**src/rtl/crc_pkg.sv**
```systemverilog
// Shared definitions for the CRC engine: standard algorithm presets, FSM state
// encoding and a bit-reversal helper.
package crc_pkg;

    typedef struct packed {
        int          w;
        logic [31:0] poly;
        logic [31:0] init;
        bit          refin;
        bit          refout;
        logic [31:0] xorout;
    } crc_cfg_t;

    localparam crc_cfg_t CRC16_MODBUS = '{
        w: 16, poly: 32'h0000_8005, init: 32'h0000_FFFF,
        refin: 1'b1, refout: 1'b1, xorout: 32'h0000_0000
    };

    localparam crc_cfg_t CRC16_CCITT_FALSE = '{
        w: 16, poly: 32'h0000_1021, init: 32'h0000_FFFF,
        refin: 1'b0, refout: 1'b0, xorout: 32'h0000_0000
    };

    localparam crc_cfg_t CRC32_ETH = '{
        w: 32, poly: 32'h04C1_1DB7, init: 32'hFFFF_FFFF,
        refin: 1'b1, refout: 1'b1, xorout: 32'hFFFF_FFFF
    };

    typedef enum logic [1:0] {
        ST_IDLE,
        ST_RUN,
        ST_DONE
    } state_t;

    // Reverses the low w bits of v; bits at and above w come back as zero.
    function automatic logic [31:0] reverse_bits(input logic [31:0] v, input int w);
        logic [31:0] r;
        r = '0;
        for (int i = 0; i < 32; i++) begin
            if (i < w) begin
                r[i] = v[w-1-i];
            end
        end
        return r;
    endfunction

endpackage

```
**src/rtl/crc_step.sv**
```systemverilog
// Combinational CRC update over BPC message bits; bits_in[BPC-1] is applied
// first, so the whole slice is one chained shift/XOR network.
module crc_step #(
    parameter int          CRC_W = 16,
    parameter logic [31:0] POLY  = 32'h0000_8005,
    parameter int          BPC   = 1
) (
    input  logic [CRC_W-1:0] reg_in,
    input  logic [BPC-1:0]   bits_in,
    output logic [CRC_W-1:0] reg_out
);

    logic [CRC_W-1:0] acc;
    logic             fb;

    always_comb begin
        acc = reg_in;
        fb  = 1'b0;
        for (int i = BPC - 1; i >= 0; i--) begin
            fb  = acc[CRC_W-1] ^ bits_in[i];
            acc = {acc[CRC_W-2:0], 1'b0} ^ (fb ? POLY[CRC_W-1:0] : '0);
        end
        reg_out = acc;
    end

endmodule

```
**src/rtl/crc_engine.sv**
```systemverilog
// Bit-sliced CRC generator: captures a message, feeds BPC bits per clock
// through crc_step and publishes the finalised CRC with a one-cycle valid.
module crc_engine
    import crc_pkg::*;
#(
    parameter int          CRC_W      = CRC16_MODBUS.w,
    parameter logic [31:0] POLY       = CRC16_MODBUS.poly,
    parameter logic [31:0] INIT       = CRC16_MODBUS.init,
    parameter bit          REFIN      = CRC16_MODBUS.refin,
    parameter bit          REFOUT     = CRC16_MODBUS.refout,
    parameter logic [31:0] XOROUT     = CRC16_MODBUS.xorout,
    parameter int          DATA_BYTES = 12,
    parameter int          BPC        = 1
) (
    input  logic                              clk,
    input  logic                              rst,
    input  logic                              start,
    input  logic                              abort,
    input  logic [$clog2(DATA_BYTES+1)-1:0]   len_in,
    input  logic [8*DATA_BYTES-1:0]           data_in,
    output logic                              busy,
    output logic                              valid,
    output logic [CRC_W-1:0]                  crc_out
);

    localparam int BUF_W = 8 * DATA_BYTES;
    localparam int LEN_W = $clog2(DATA_BYTES + 1);
    localparam int CNT_W = $clog2(BUF_W / BPC + 1);

    generate
        if (!(BPC == 1 || BPC == 2 || BPC == 4 || BPC == 8)) begin : g_bad_bpc
            $error("crc_engine: BPC must be 1, 2, 4 or 8");
        end
        if (CRC_W < 8 || CRC_W > 32) begin : g_bad_width
            $error("crc_engine: CRC_W must lie in 8..32");
        end
        if ((POLY >> CRC_W) != 0 || (INIT >> CRC_W) != 0 || (XOROUT >> CRC_W) != 0) begin : g_bad_const
            $error("crc_engine: POLY/INIT/XOROUT wider than CRC_W");
        end
    endgenerate

    state_t            state_reg, state_next;
    logic [BUF_W-1:0]  buf_reg, buf_next, cap;
    logic [CRC_W-1:0]  crc_reg, crc_next, step_out;
    logic [CNT_W-1:0]  cnt_reg, cnt_next, n_load;
    logic              busy_reg, busy_next;
    logic              valid_reg, valid_next;
    logic [CRC_W-1:0]  crc_out_reg, crc_out_next;
    logic [LEN_W-1:0]  l_eff;

    // Byte reflection is applied once at capture so the shifter always drains MSB-first.
    generate
        for (genvar gi = 0; gi < BUF_W; gi++) begin : g_cap
            if (REFIN) begin : g_ref
                assign cap[gi] = data_in[(gi / 8) * 8 + 7 - (gi % 8)];
            end else begin : g_dir
                assign cap[gi] = data_in[gi];
            end
        end
    endgenerate

    assign l_eff  = (len_in > LEN_W'(DATA_BYTES)) ? LEN_W'(DATA_BYTES) : len_in;
    assign n_load = CNT_W'(l_eff) * CNT_W'(8 / BPC);

    crc_step #(
        .CRC_W (CRC_W),
        .POLY  (POLY),
        .BPC   (BPC)
    ) u_step (
        .reg_in  (crc_reg),
        .bits_in (buf_reg[BUF_W-1 -: BPC]),
        .reg_out (step_out)
    );

    always_ff @(posedge clk or negedge rst) begin
        if (!rst) begin
            state_reg <= ST_IDLE;
        end else begin
            state_reg <= state_next;
        end
    end

    always_comb begin
        state_next = state_reg;
        case (state_reg)
            ST_IDLE: if (start) state_next = (l_eff == '0) ? ST_DONE : ST_RUN;
            ST_RUN: begin
                if (abort)                        state_next = ST_IDLE;
                else if (cnt_reg == CNT_W'(1))    state_next = ST_DONE;
            end
            ST_DONE: state_next = ST_IDLE;
            default: state_next = ST_IDLE;
        endcase
    end

    always_comb begin
        buf_next     = buf_reg;
        crc_next     = crc_reg;
        cnt_next     = cnt_reg;
        busy_next    = busy_reg;
        valid_next   = 1'b0;
        crc_out_next = crc_out_reg;
        case (state_reg)
            ST_IDLE: begin
                if (start) begin
                    buf_next  = cap;
                    crc_next  = INIT[CRC_W-1:0];
                    cnt_next  = n_load;
                    busy_next = 1'b1;
                end
            end
            ST_RUN: begin
                if (abort) begin
                    busy_next = 1'b0;
                    cnt_next  = '0;
                end else begin
                    crc_next = step_out;
                    buf_next = buf_reg << BPC;
                    cnt_next = cnt_reg - CNT_W'(1);
                end
            end
            ST_DONE: begin
                busy_next = 1'b0;
                if (!abort) begin
                    valid_next   = 1'b1;
                    crc_out_next = CRC_W'((REFOUT ? reverse_bits(32'(crc_reg), CRC_W)
                                                  : 32'(crc_reg)) ^ XOROUT);
                end
            end
            default: busy_next = 1'b0;
        endcase
    end

    always_ff @(posedge clk or negedge rst) begin
        if (!rst) begin
            buf_reg     <= '0;
            crc_reg     <= INIT[CRC_W-1:0];
            cnt_reg     <= '0;
            busy_reg    <= 1'b0;
            valid_reg   <= 1'b0;
            crc_out_reg <= '0;
        end else begin
            buf_reg     <= buf_next;
            crc_reg     <= crc_next;
            cnt_reg     <= cnt_next;
            busy_reg    <= busy_next;
            valid_reg   <= valid_next;
            crc_out_reg <= crc_out_next;
        end
    end

    assign busy    = busy_reg;
    assign valid   = valid_reg;
    assign crc_out = crc_out_reg;

endmodule

```
**config.mk**
```make
export PLATFORM = sky130hd
export DESIGN_NAME = crc_engine
export DESIGN_NICKNAME = d
export VERILOG_FILES = /design/src/rtl/crc_pkg.sv /design/src/rtl/crc_step.sv /design/src/rtl/crc_engine.sv
export SDC_FILE = /design/constraint.sdc
export NUM_CORES = 1
export LEC_CHECK = 0
export ABC_CLOCK_PERIOD_IN_PS = 2600
export CORE_ASPECT_RATIO = 0.8
export CORE_MARGIN = 2
export CORE_UTILIZATION = 54
export CTS_BUF_LIST = sky130_fd_sc_hd__clkbuf_2
export DETAILED_ROUTE_END_ITERATION = 8
export MAX_ROUTING_LAYER = met4
export PLACE_DENSITY = 0.89
export SYNTH_ARGS = -nofsm -noshare
export SYNTH_HDL_FRONTEND = slang
export SYNTH_HIERARCHICAL = 1
export SYNTH_SLANG_ARGS = --single-unit
```
**constraint.sdc**
```tcl
create_clock -name clk -period 2.6 [get_ports clk]
set_input_delay 0.39 -clock clk [delete_from_list [all_inputs] [get_ports clk]]
set_output_delay 0.39 -clock clk [all_outputs]
set_load 0.02 [all_outputs]
```
# After elaboration in Yosys (flattened, before gate mapping)

Cells that the tools add are included.

Logic and storage cells: 48
Flip-flop bits (word level): 139
Input port bits: 104

$add $sub $neg: 1
Multiplexer cells: 21
Bitwise logic cells: 3
Equality and inequality tests: 7
Reduce and logical (&&, ||, !) cells: 8
$lt $le $gt $ge: 1

Operator list:

| cell                                                                   | count |
|---|---|
| 96-bit 2-to-1 mux                                                      | 2 |
| 96-bit one-hot mux with 2 select lines                                 | 1 |
| 16-bit 2-to-1 mux                                                      | 3 |
| 16-bit one-hot mux with 2 select lines                                 | 1 |
| 16-bit XOR                                                             | 1 |
| 7-bit 2-to-1 mux                                                       | 2 |
| 7-bit one-hot mux with 2 select lines                                  | 1 |
| 2-bit 2-to-1 mux                                                       | 4 |
| 2-bit AND reduction                                                    | 4 |
| 7-bit by 1-bit equality test with 1-bit output (second input constant) | 1 |
| 7-bit by 1-bit subtractor with 7-bit output (second input constant)    | 1 |
| 2-bit != test (second input constant)                                  | 3 |
| 4-bit greater-than comparator (second input constant)                  | 1 |
| 4-bit zero test                                                        | 1 |
| 1-bit 2-to-1 mux                                                       | 4 |
| 4-bit 2-to-1 mux                                                       | 1 |
| 2-bit one-hot mux with 2 select lines                                  | 1 |
| 3-bit != test (second input constant)                                  | 1 |
| 3-bit AND reduction                                                    | 1 |
| 2-bit by 1-bit equality test with 1-bit output (second input constant) | 1 |
| 2-bit equality test (second input constant)                            | 1 |
| 2-bit zero test                                                        | 1 |
| 1-bit one-hot mux with 2 select lines                                  | 1 |
| 2-bit nonzero test                                                     | 1 |
| 2 further kinds                                                        | 2 |

# Logic depth before layout (Yosys ltp)

Gate-level depths: netlist of the first run.

Depth in word-level cells: 6
Gate-level depth with buffers: 7
Mapped depth without buffers: 6

# Modules after synthesis

Netlist of the first run, hierarchy kept.

Modules (own cells, without submodules):

| module     | seq. area each (sq um) | instances | area an instance (sq um) | cells an instance |
|---|---|---|---|---|
| crc_engine | 3498.4                 | 1         | 6287.3                   | 593 |
| crc_step   | 0.0                    | 1         | 161.4                    | 17 |

# Least setup slack after synthesis of the first run

OpenSTA, ideal clock, no wires.

Kind: register -> register
Start: register state_reg[0]
End: register crc_out_reg[10], in the netlist crc_out[10]
Arrival time: 1.471 ns
Slack: 1.004 ns
Buffers on the path: 2
Setup time: 0.125 ns
Cell stages (with the launch flop): 5
Path through: dfrtp_1 -> buf_6 -> nor3b_2 -> buf_6 -> mux2_2

Longest elaborated chain between the ends: 2

Ends and longest elaborated chain:

| what                                 | line              | source |
|---|---|---|
| from (decl)                          | crc_engine.sv:42  | `state_t state_reg, state_next;` |
| from (signal assigned)               | crc_engine.sv:79  | `state_reg <= state_next;` |
| 2-bit equality test                  | crc_engine.sv:103 | `case (state_reg)` |
| 2-bit AND reduction (no source line) | -                 |  |
| to (signal assigned)                 | crc_engine.sv:148 | `crc_out_reg <= crc_out_next;` |
| to (decl)                            | crc_engine.sv:48  | `logic [CRC_W-1:0] crc_out_reg, crc_out_next;` |

No other way between the ends.
A chain may end at the register's enable or synchronous reset.

# Final worst setup path of the first run

Start: register crc_out_reg[4], in the netlist crc_out[4]
End: output port crc_out[4]

RTL lines:

| what      | line             | source |
|---|---|---|
| to (decl) | crc_engine.sv:23 | `output logic [CRC_W-1:0] crc_out` |

No word-level cell between the ends.

==> results of run 1 <==
[logic make-up (layout without fill, tap and decap cells)]
kind of cell    count (synthesis)  in the layout  share of synthesized area [%]
flops                         139            139                          54.25
buf+inv                        61            169                          5.685
fa+ha+maj                       2              2                         0.3880
xor+xnor                        4              4                          1.009
simple gates                  156            156                          10.17
mux                           110            110                          17.38
compound gates                138            138                          11.12
[power by group through the flow]
stage	Combinational (mW)	Clock, mW	Sequential [mW]
after floorplan	2.13	0	3.68
after global placement	2.85	0	3.64
after detailed placement	3.01	0	3.70
after CTS	3.01	1.64	3.67
after global routing	3.30	1.74	3.78
final	2.99	1.60	3.67
[layout make-up]
type                            instances  area [µm²]  share of cell area (%)
Timing Repair Buffer                  132        1373                   17.18
Sequential cell                       139        3498                   43.78
Clock inverter                         15       232.7                   2.913
Tap cell                              148       185.2                   2.318
Multi-Input combinational cell        410        2597                   32.51
Inverter                                5       18.77                  0.2349
Clock buffer                           17       85.08                   1.065
[routing by layer]
metal	global-route usage, %	part of all wire [%]	up-vias
li1	-	-	2276
met5	-	0	-
met4	6.593	1.5	0
met2	36.81	51	144
met3	5.758	5.4	17
met1	26.86	42	2179
[worst min path at each step]
stage               startpoint     endpoint  slack, ps
global route               rst  buf_reg[76]        110
global placement           rst  buf_reg[76]        360
detailed placement         rst  buf_reg[76]        360
floorplan                  rst   buf_reg[0]         90
finish                     rst  buf_reg[78]        170
CTS                        rst  buf_reg[76]        120
[metrics by stage]
stage	utilization, %	instances	hold slack, ps	total power, mW	instance area (µm²)
after global routing	69.11	866	114.7	8.821	7990
after CTS	69.11	866	120.5	8.323	7990
after global placement	66.28	833	357.8	6.492	7662
final	69.11	866	171.4	8.253	7990
after detailed placement	66.28	833	364.2	6.713	7662
after floorplan	-	610	94.41	5.805	6449
[synthesized netlist by cell type, drive strengths merged, types with 3 or more instances]
| cell | count | area, µm² |
|---|---|---|
| a21oi | 119 | 595.6 |
| a31oi | 3 | 18.77 |
| buf | 47 | 299.0 |
| clkbuf | 9 | 48.80 |
| dfrtp | 123 | 3078 |
| dfstp | 16 | 420.4 |
| inv | 5 | 18.77 |
| mux2 | 16 | 180.2 |
| mux2i | 94 | 940.9 |
| nand2 | 6 | 22.52 |
| nand2b | 4 | 25.02 |
| nor2 | 131 | 491.7 |
| nor2b | 3 | 18.77 |
| nor4 | 3 | 33.78 |
| o21ai | 9 | 45.04 |
==> run_results.csv, run 1 <==
group,metric,value,unit
power_and_ir_drop,ir_drop,629.6,µV
timing,finalClockSkew,23.52,ps
synthesis,async_reset_ff_share,100.0,%
power_and_ir_drop,combPwrFrac,36.2,%
synthesis,syn_area,6449,µm²
clock_tree,post_cts_buffers,0,
power_and_ir_drop,switching_share,35.81,%
placement,pre_cts_ws,427.2,ps
global_routing,grt_pass1_vias,4600,
clock_tree,tritoncts,"built",
floorplanning,row_count,35,
critical_path,end_kind,"primary output",
critical_path,crit_family,"buffers and inverters",
timing,drv_slew,0,
critical_path,cp.arrival,1730,ps
critical_path,cp.depth,1,
timing,finalHoldViolations,0,
clock_tree,cts_buffer_depth,2,
critical_path,r2r_cells,5,
floorplanning,core,11560,µm²
timing,slew_headroom,53.84,%
route,postRouteAntennaNets,0,
synthesis,dominantRegCellSynth,"dfrtp_1",
finish,syn_to_final_growth,23.90,%
clock_tree,cts.root.buffer_cell,"clkbuf_2",
run,maxCapViolCount,0,
timing,rsz0062_at_grt,"no",
timing,fmax,0.4726,GHz
placement,portBuffers,121,
status,status,"finished clean",
critical_path,cpMaxStageDelayCell,"clkdlybuf4s50_1",
clock_tree,clkSinkCount,139,
min_path,hold_class,"in2async",
placement,gp_congestion,0.7898,
power_and_ir_drop,power.density,1033,nW/µm²
clock_tree,numCtsBuffers,17,
critical_path,regToRegEndpoint,"buf_reg[1]",
global_routing,grtUsageTotal,22.09,%
clock_tree,clk_latency,690,ps
timing,finalWorstSetupSlack,484.0,ps
route,post_drt_wl_per_cell,15.16,µm
floorplanning,start_util,55.78,%
floorplanning,ioPinCount,122,
finish,nets,811,
synthesis,synth.avg_cell_area,10.57,µm²
placement,dpl.hpwl,9.199,mm
synthesis,yosys_register_bits,139,
global_routing,grt_max_degree,81,
critical_path,critPathRequiredTime,2210,ps
clock_tree,ctsResizeCount,0,
synthesis,ys.warnings.count,6,
critical_path,reg2reg_slack,680,ps
power_and_ir_drop,leakagePower,3.537,nW
synthesis,ys_types,37,
critical_path,critPathLaunch,"crc_out[4]",
critical_path,crit_path_start_kind,"flop",
timing,period_share,81.38,%
power_and_ir_drop,p_int,5.297,mW
synthesis,synth-edff-count,0,
power_and_ir_drop,seq_power_share,44.4,%
finish,drive_gt1_share,11.00,%
finish,largest_register_ffs,96,
power_and_ir_drop,pwr-share-clk,19.4,%
global_routing,grt_pass1_wl,21.65,mm
route,drt_wl_total,13.13,mm
synthesis,synth_fp_nets,716,
route,num_vias,4616,
clock_tree,htree_levels,4,
critical_path,critPathCapture,"crc_out[4]",
synthesis,synthCells,610,
critical_path,worstReg2RegStart,"state_reg[1]",
floorplanning,die_area,12840,µm²
route,drtIter0Drc,275,
floorplanning,fp.dieH,101.7,µm
critical_path,cpPeakStageDelay,610,ps
route,post-route-drc-count,0,
synthesis,ys_seq_area_share,54.25,%
timing,finalSetupViolCount,0,
global_routing,grt_overflow,0,
critical_path,path_cells,"clkdlybuf4s50_1",
route,vias_per_cell,5.330,
critical_path,crit_fanout,2,
timing,setup_tns,0,ps
timing,min_period,2116,ps
floorplanning,dieWidth,126.2,µm
finish,fillers,874,
route,firstDrtPassIters,5,
critical_path,criticalPathCategory,"reg2out",
power_and_ir_drop,switchingPower,2.956,mW
global_routing,antenna_found_initial,0,
timing,worst_pin_slew,686.1,ps
finish,mostFrequentLayoutCell,"nor2_1",
finish,final_cell_mix,"nor2_1 (131), dfrtp_1 (123), clkdlybuf4s50_1 (120), a21oi_1 (119), mux2i_1 (94)",
clock_tree,cts.clk_slew.worst_paths,240,ps
finish,n_antenna_cell,0,
critical_path,crit_buf_inv,1,
clock_tree,postCtsHoldBufs,1,
No activity file was read; power rests on OpenSTA's default activity.
==> inputs of run 2 (changes only) <==
ABC_CLOCK_PERIOD_IN_PS = 1900   (was 2600)
CORE_UTILIZATION = 49   (was 54)
PLACE_DENSITY = 0.86   (was 0.89)
clock period = 1.9 ns   (was 2.6 ns; I/O delays follow)
==> run_results.csv, run 2 (synthesized netlist as in run 1, its figures left out) <==
group,metric,value,unit
placement,pre_cts_ws,-43.96,ps
finish,final_area,7999,µm²
floorplanning,fp.dieH,106.6,µm
critical_path,cpMaxStageDelayCell,"dfrtp_1",
timing,period_share,93.50,%
timing,finalWorstSetupSlack,123.5,ps
timing,slew_headroom,70.45,%
finish,drive_gt1_share,11.85,%
placement,dpl.hpwl,8.883,mm
critical_path,cpPeakStageDelay,460,ps
floorplanning,row_count,37,
clock_tree,tritoncts,"built",
timing,finalHoldViolations,0,
critical_path,criticalPathCategory,"reg2out",
critical_path,end_kind,"primary output",
timing,drv_slew,0,
placement,place_area,7761,µm²
route,num_vias,4645,
critical_path,crit_buf_inv,1,
timing,fmax,0.5629,GHz
clock_tree,clkSinkCount,139,
global_routing,grt_max_degree,81,
timing,finalClockSkew,42.51,ps
critical_path,crit_path_start_kind,"flop",
global_routing,antenna_found_initial,1,
finish,nets,819,
clock_tree,numCtsBuffers,17,
finish,mostFrequentLayoutCell,"nor2_1",
route,drt_wl_total,12.88,mm
route,firstDrtPassIters,6,
route,vias_per_cell,5.150,
power_and_ir_drop,leakagePower,3.573,nW
clock_tree,cts_buffer_depth,2,
floorplanning,dieWidth,132.3,µm
floorplanning,start_util,50.11,%
critical_path,cp.arrival,1490,ps
clock_tree,cts.clk_slew.worst_paths,250,ps
placement,gp_congestion,0.8194,
floorplanning,die_area,14100,µm²
route,post-route-drc-count,0,
finish,largest_register_ffs,96,
timing,setup_tns,0,ps
power_and_ir_drop,power,10.75,mW
global_routing,grtUsageTotal,19.68,%
finish,syn_to_final_growth,24.04,%
run,maxCapViolCount,0,
timing,finalSetupViolCount,0,
route,drtIter0Drc,325,
finish,final_cell_mix,"nor2_1 (131), dfrtp_1 (123), a21oi_1 (119), clkdlybuf4s50_1 (102), mux2i_1 (94)",
floorplanning,ioPinCount,122,
timing,rsz0062_at_grt,"no",
status,status,"finished clean",
floorplanning,core,12870,µm²
critical_path,path_cells,"dlygate4sd2_1",
global_routing,grt_overflow,0,
finish,fillers,986,
timing,worst_pin_slew,439.1,ps
clock_tree,cts.root.buffer_cell,"clkbuf_2",
critical_path,crit_fanout,2,
clock_tree,clk_latency,710,ps
route,postRouteAntennaNets,0,
route,post_drt_wl_per_cell,14.28,µm
global_routing,grt_pass1_wl,21.45,mm
clock_tree,htree_levels,4,
placement,portBuffers,121,
critical_path,crit_family,"flip-flops",
critical_path,critPathRequiredTime,1620,ps
power_and_ir_drop,ir_drop,589.2,µV
power_and_ir_drop,power.density,1343,nW/µm²
min_path,hold_class,"in2async",
timing,min_period,1776,ps
critical_path,reg2reg_slack,240,ps
global_routing,grt_pass1_vias,4504,
## run 2: worst reg2reg max path: cells and delay by family, from the launching register on
kind	cells	cell delay [ps]
AO/OA/AOI/OAI	2	390
AND/OR/NAND/NOR	2	380
buffers and inverters	1	270
flip-flops	1	550
## run 2: routing by layer
metal | vias to the layer above | GRT usage [%] | part of all wire (%)
met2 | 117 | 30.54 | 47
met5 | - | - | 0
met1 | 2205 | 25.31 | 47
li1 | 2307 | - | -
met3 | 16 | 5.248 | 4.4
met4 | 0 | 6.912 | 1.4
## run 2: area by class of cell
class | count | area [µm²] | area share, %
clock buffer | 18 | 90.09 | 1.126
sequential | 139 | 3498 | 43.74
timing repair buffer | 140 | 1424 | 17.80
tap | 175 | 219.0 | 2.737
clock inverter | 14 | 148.9 | 1.861
inverter | 5 | 18.77 | 0.2346
multi-input combinational | 410 | 2597 | 32.47
antenna | 1 | 2.502 | 0.03128
## run 2: metrics by stage
| step | cells | hold slack [ps] | utilization, % |
|---|---|---|---|
| 2_1_floorplan | 610 | -10.59 | - |
| 3_3_place_gp | 867 | 290.0 | 60.31 |
| 3_5_place_dp | 867 | 300.8 | 60.31 |
| 4_1_cts | 900 | 34.45 | 62.06 |
| 5_1_grt | 902 | 36.22 | 62.15 |
| 6_report | 902 | 97.25 | 62.15 |
## run 2: power breakdown
part           internal [mW]  switching [mW]
registers               4.21           0.764
clock network          0.608            1.11
logic                   1.95            2.10
total                   6.77            3.97
## run 2: what timing repair did
item                       CTS  global route
hold endpoints to repair   139             0
setup endpoints to repair   18             2
hold buffers                 1             0
cloned                       0             0
setup buffers                0             1
gates resized for setup     18             1
## run 2: path summary, 6_finish.rpt
path                              startpoint          end  cells past startpoint
worst max register to register  state_reg[0]  buf_reg[61]                      5
worst min register to register   crc_reg[10]  crc_reg[11]                      2
worst max-delay path             crc_out[14]  crc_out[14]                      1
worst min-delay path                     rst  buf_reg[93]                      3
max in group asynchronous                rst  crc_reg[14]                      3
min in group clk                 data_in[90]  buf_reg[93]                      3
==> inputs of run 3 (changes only) <==
ABC_AREA = 1   (was default)
PLACE_DENSITY = 0.85   (was 0.86)
==> run_results.csv, run 3 <==
group,metric,value,unit
finish,n_antenna_cell,0,
floorplanning,dieWidth,136.0,µm
synthesis,ys_types,28,
route,firstDrtPassIters,5,
global_routing,grt_overflow,0,
clock_tree,cts_buffer_depth,2,
floorplanning,row_count,38,
synthesis,dominantRegCellSynth,"dfrtp_1",
finish,multi_input_area,2412,µm²
critical_path,critPathRequiredTime,2470,ps
global_routing,antenna_found_initial,0,
critical_path,crit_path_start_kind,"flop",
placement,dpl.hpwl,9.660,mm
timing,rsz0062_at_grt,"no",
route,num_vias,5310,
finish,drive_gt1_share,12.87,%
route,postRouteAntennaNets,0,
placement,portBuffers,121,
synthesis,ys_seq_area_share,51.26,%
route,vias_per_cell,5.019,
synthesis,async_reset_ff_share,100.0,%
finish,final_cell_mix,"nand2_1 (142), inv_1 (132), dfrtp_1 (123), clkdlybuf4s50_1 (102), o21ai_0 (91)",
synthesis,synth.most_common_cell,"nand2_1",
status,status,"finished clean",
power_and_ir_drop,power.density,1582,nW/µm²
timing,slew_headroom,69.59,%
critical_path,end_kind,"flop",
min_path,hold_class,"in2async",
timing,setup_tns,0,ps
critical_path,cpPeakStageDelay,490,ps
finish,mostFrequentLayoutCell,"nand2_1",
floorplanning,fp.dieH,109.6,µm
critical_path,cp.arrival,2270,ps
critical_path,cpMaxStageDelayCell,"dfrtp_1",
clock_tree,cts.clk_slew.worst_paths,220,ps
timing,hold_ws,94.71,ps
route,drt_wl_total,13.78,mm
run,maxCapViolCount,0,
synthesis,ys.warnings.count,6,
critical_path,path_cells,"nor2_1, nand2_1, nand2_8, buf_4, o211ai_1, o21ai_0",
clock_tree,clkSinkCount,139,
global_routing,grtUsageTotal,19.99,%
synthesis,synth-edff-count,0,
finish,ff_latch_area,3498,µm²
floorplanning,die_area,14890,µm²
synthesis,synth.avg_cell_area,8.922,µm²
clock_tree,numCtsBuffers,17,
clock_tree,cts.root.buffer_cell,"clkbuf_2",
floorplanning,core,13600,µm²
timing,period_share,89.79,%
timing,min_period,1706,ps
global_routing,grt_max_degree,76,
finish,largest_register_ffs,96,
timing,finalSetupViolCount,0,
clock_tree,clk_latency,670,ps
route,post-route-drc-count,0,
timing,fmax,0.5862,GHz
timing,finalClockSkew,23.23,ps
critical_path,criticalPathCategory,"reg2reg",
critical_path,crit_fanout,38,
floorplanning,ioPinCount,122,
synthesis,synth_top_cell_area_share,45.10,%
timing,finalHoldViolations,0,
synthesis,synth_area_leaders,"dfrtp_1 (45%), o211ai_1 (8.0%), nand2_1 (7.8%)",
global_routing,grt_pass1_wl,22.91,mm
power_and_ir_drop,leakagePower,3.815,nW
placement,gp_congestion,0.8549,
power_and_ir_drop,ir_drop,916.7,µV
critical_path,reg2reg_slack,190,ps
critical_path,regToRegEndpoint,"buf_reg[9]",
clock_tree,tritoncts,"built",
synthesis,yosys_register_bits,139,
finish,nets,971,
route,drtIter0Drc,285,
synthesis,synthCells,765,
critical_path,worstReg2RegStart,"state_reg[0]",
critical_path,r2r_cells,6,
finish,syn_to_final_growth,21.87,%
floorplanning,start_util,50.19,%
synthesis,yosys-top-cells-count,"nand2_1 (142), inv_1 (132), dfrtp_1 (123), o21ai_0 (91), o211ai_1 (73)",
route,post_drt_wl_per_cell,13.02,µm
global_routing,grt_pass1_vias,4948,
timing,drv_slew,0,
synthesis,synth_fp_nets,871,
clock_tree,htree_levels,4,
finish,fillers,1170,
synthesis,syn_area,6825,µm²
synthesis,yosys.area.top_type,"dfrtp_1",
timing,worst_pin_slew,456.1,ps
==> run 3: metal layers <==
metal  vias to the layer above  track usage [%]  part of all wire (%)
met1                      2457            27.59                    49
met5                         -                -                     0
li1                       2712                -                     -
met3                         8            5.994                   6.6
met4                         0            3.869                  0.65
met2                       133            29.65                    43
==> run 3: layout make-up <==
cell class / count / share of cell area, %
Clock buffer: 18 / 1.083
Clock inverter: 14 / 1.474
Inverter: 133 / 6.062
Multi-Input combinational cell: 430 / 29.00
Sequential cell: 139 / 42.06
Tap cell: 180 / 2.708
Timing Repair Buffer: 144 / 17.61
==> run 3: timing repair <==
item	CTS	global route
endpoints found under the hold margin	133	0
hold buffers	1	0
setup endpoints to repair	18	0
buffers inserted	0	0
resized for setup	18	0
==> run 3: stage by stage <==
stage	setup WS (ps)	total power, mW	cell area, µm²	cells	utilization (%)
after floorplan	556.6	10.34	6825	765	-
after global placement	162.8	11.52	8118	1025	59.70
after detailed placement	98.61	11.82	8118	1025	59.70
after CTS	119.2	13.28	8318	1058	61.17
after global routing	27.51	14.41	8318	1058	61.17
final	194.1	13.16	8318	1058	61.17
==> run 3: worst max path at each step <==
stage	slack (ps)	from	depth (start not counted)	endpoint
final	190	state_reg[0]	6	buf_reg[9]
after global routing	30	crc_out[13]	1	crc_out[13]
after CTS	120	crc_out[13]	1	crc_out[13]
after detailed placement	100	start	6	buf_reg[9]
after global placement	160	abort	7	buf_reg[50]
after floorplan	560	state_reg[0]	6	buf_reg[10]
==> run 3: cells by family after synthesis <==
group | synth area share, %
flops | 51.26
buf+inv | 13.53
fa+ha+maj | 0.3666
simple gates | 10.32
xor+xnor | 0.1283
compound gates | 24.40
==> run 3: power breakdown <==
part / internal [mW] / leakage, nW / total [mW] / switching (mW)
Combinational: 2.46 / 2.04 / 6.49 / 4.03
Sequential: 4.57 / 1.66 / 5.09 / 0.529
Clock: 0.473 / 0.113 / 1.58 / 1.10
Total: 7.50 / 3.82 / 13.2 / 5.66
==> run 3: worst max-delay path, delay by kind of cell, from the launching register on <==
kind / cells / cell delay (ps)
AOI/OAI and AO/OA: 2 / 220
and+or+nand+nor: 3 / 640
DFF: 1 / 490
buffers and inverters: 1 / 260
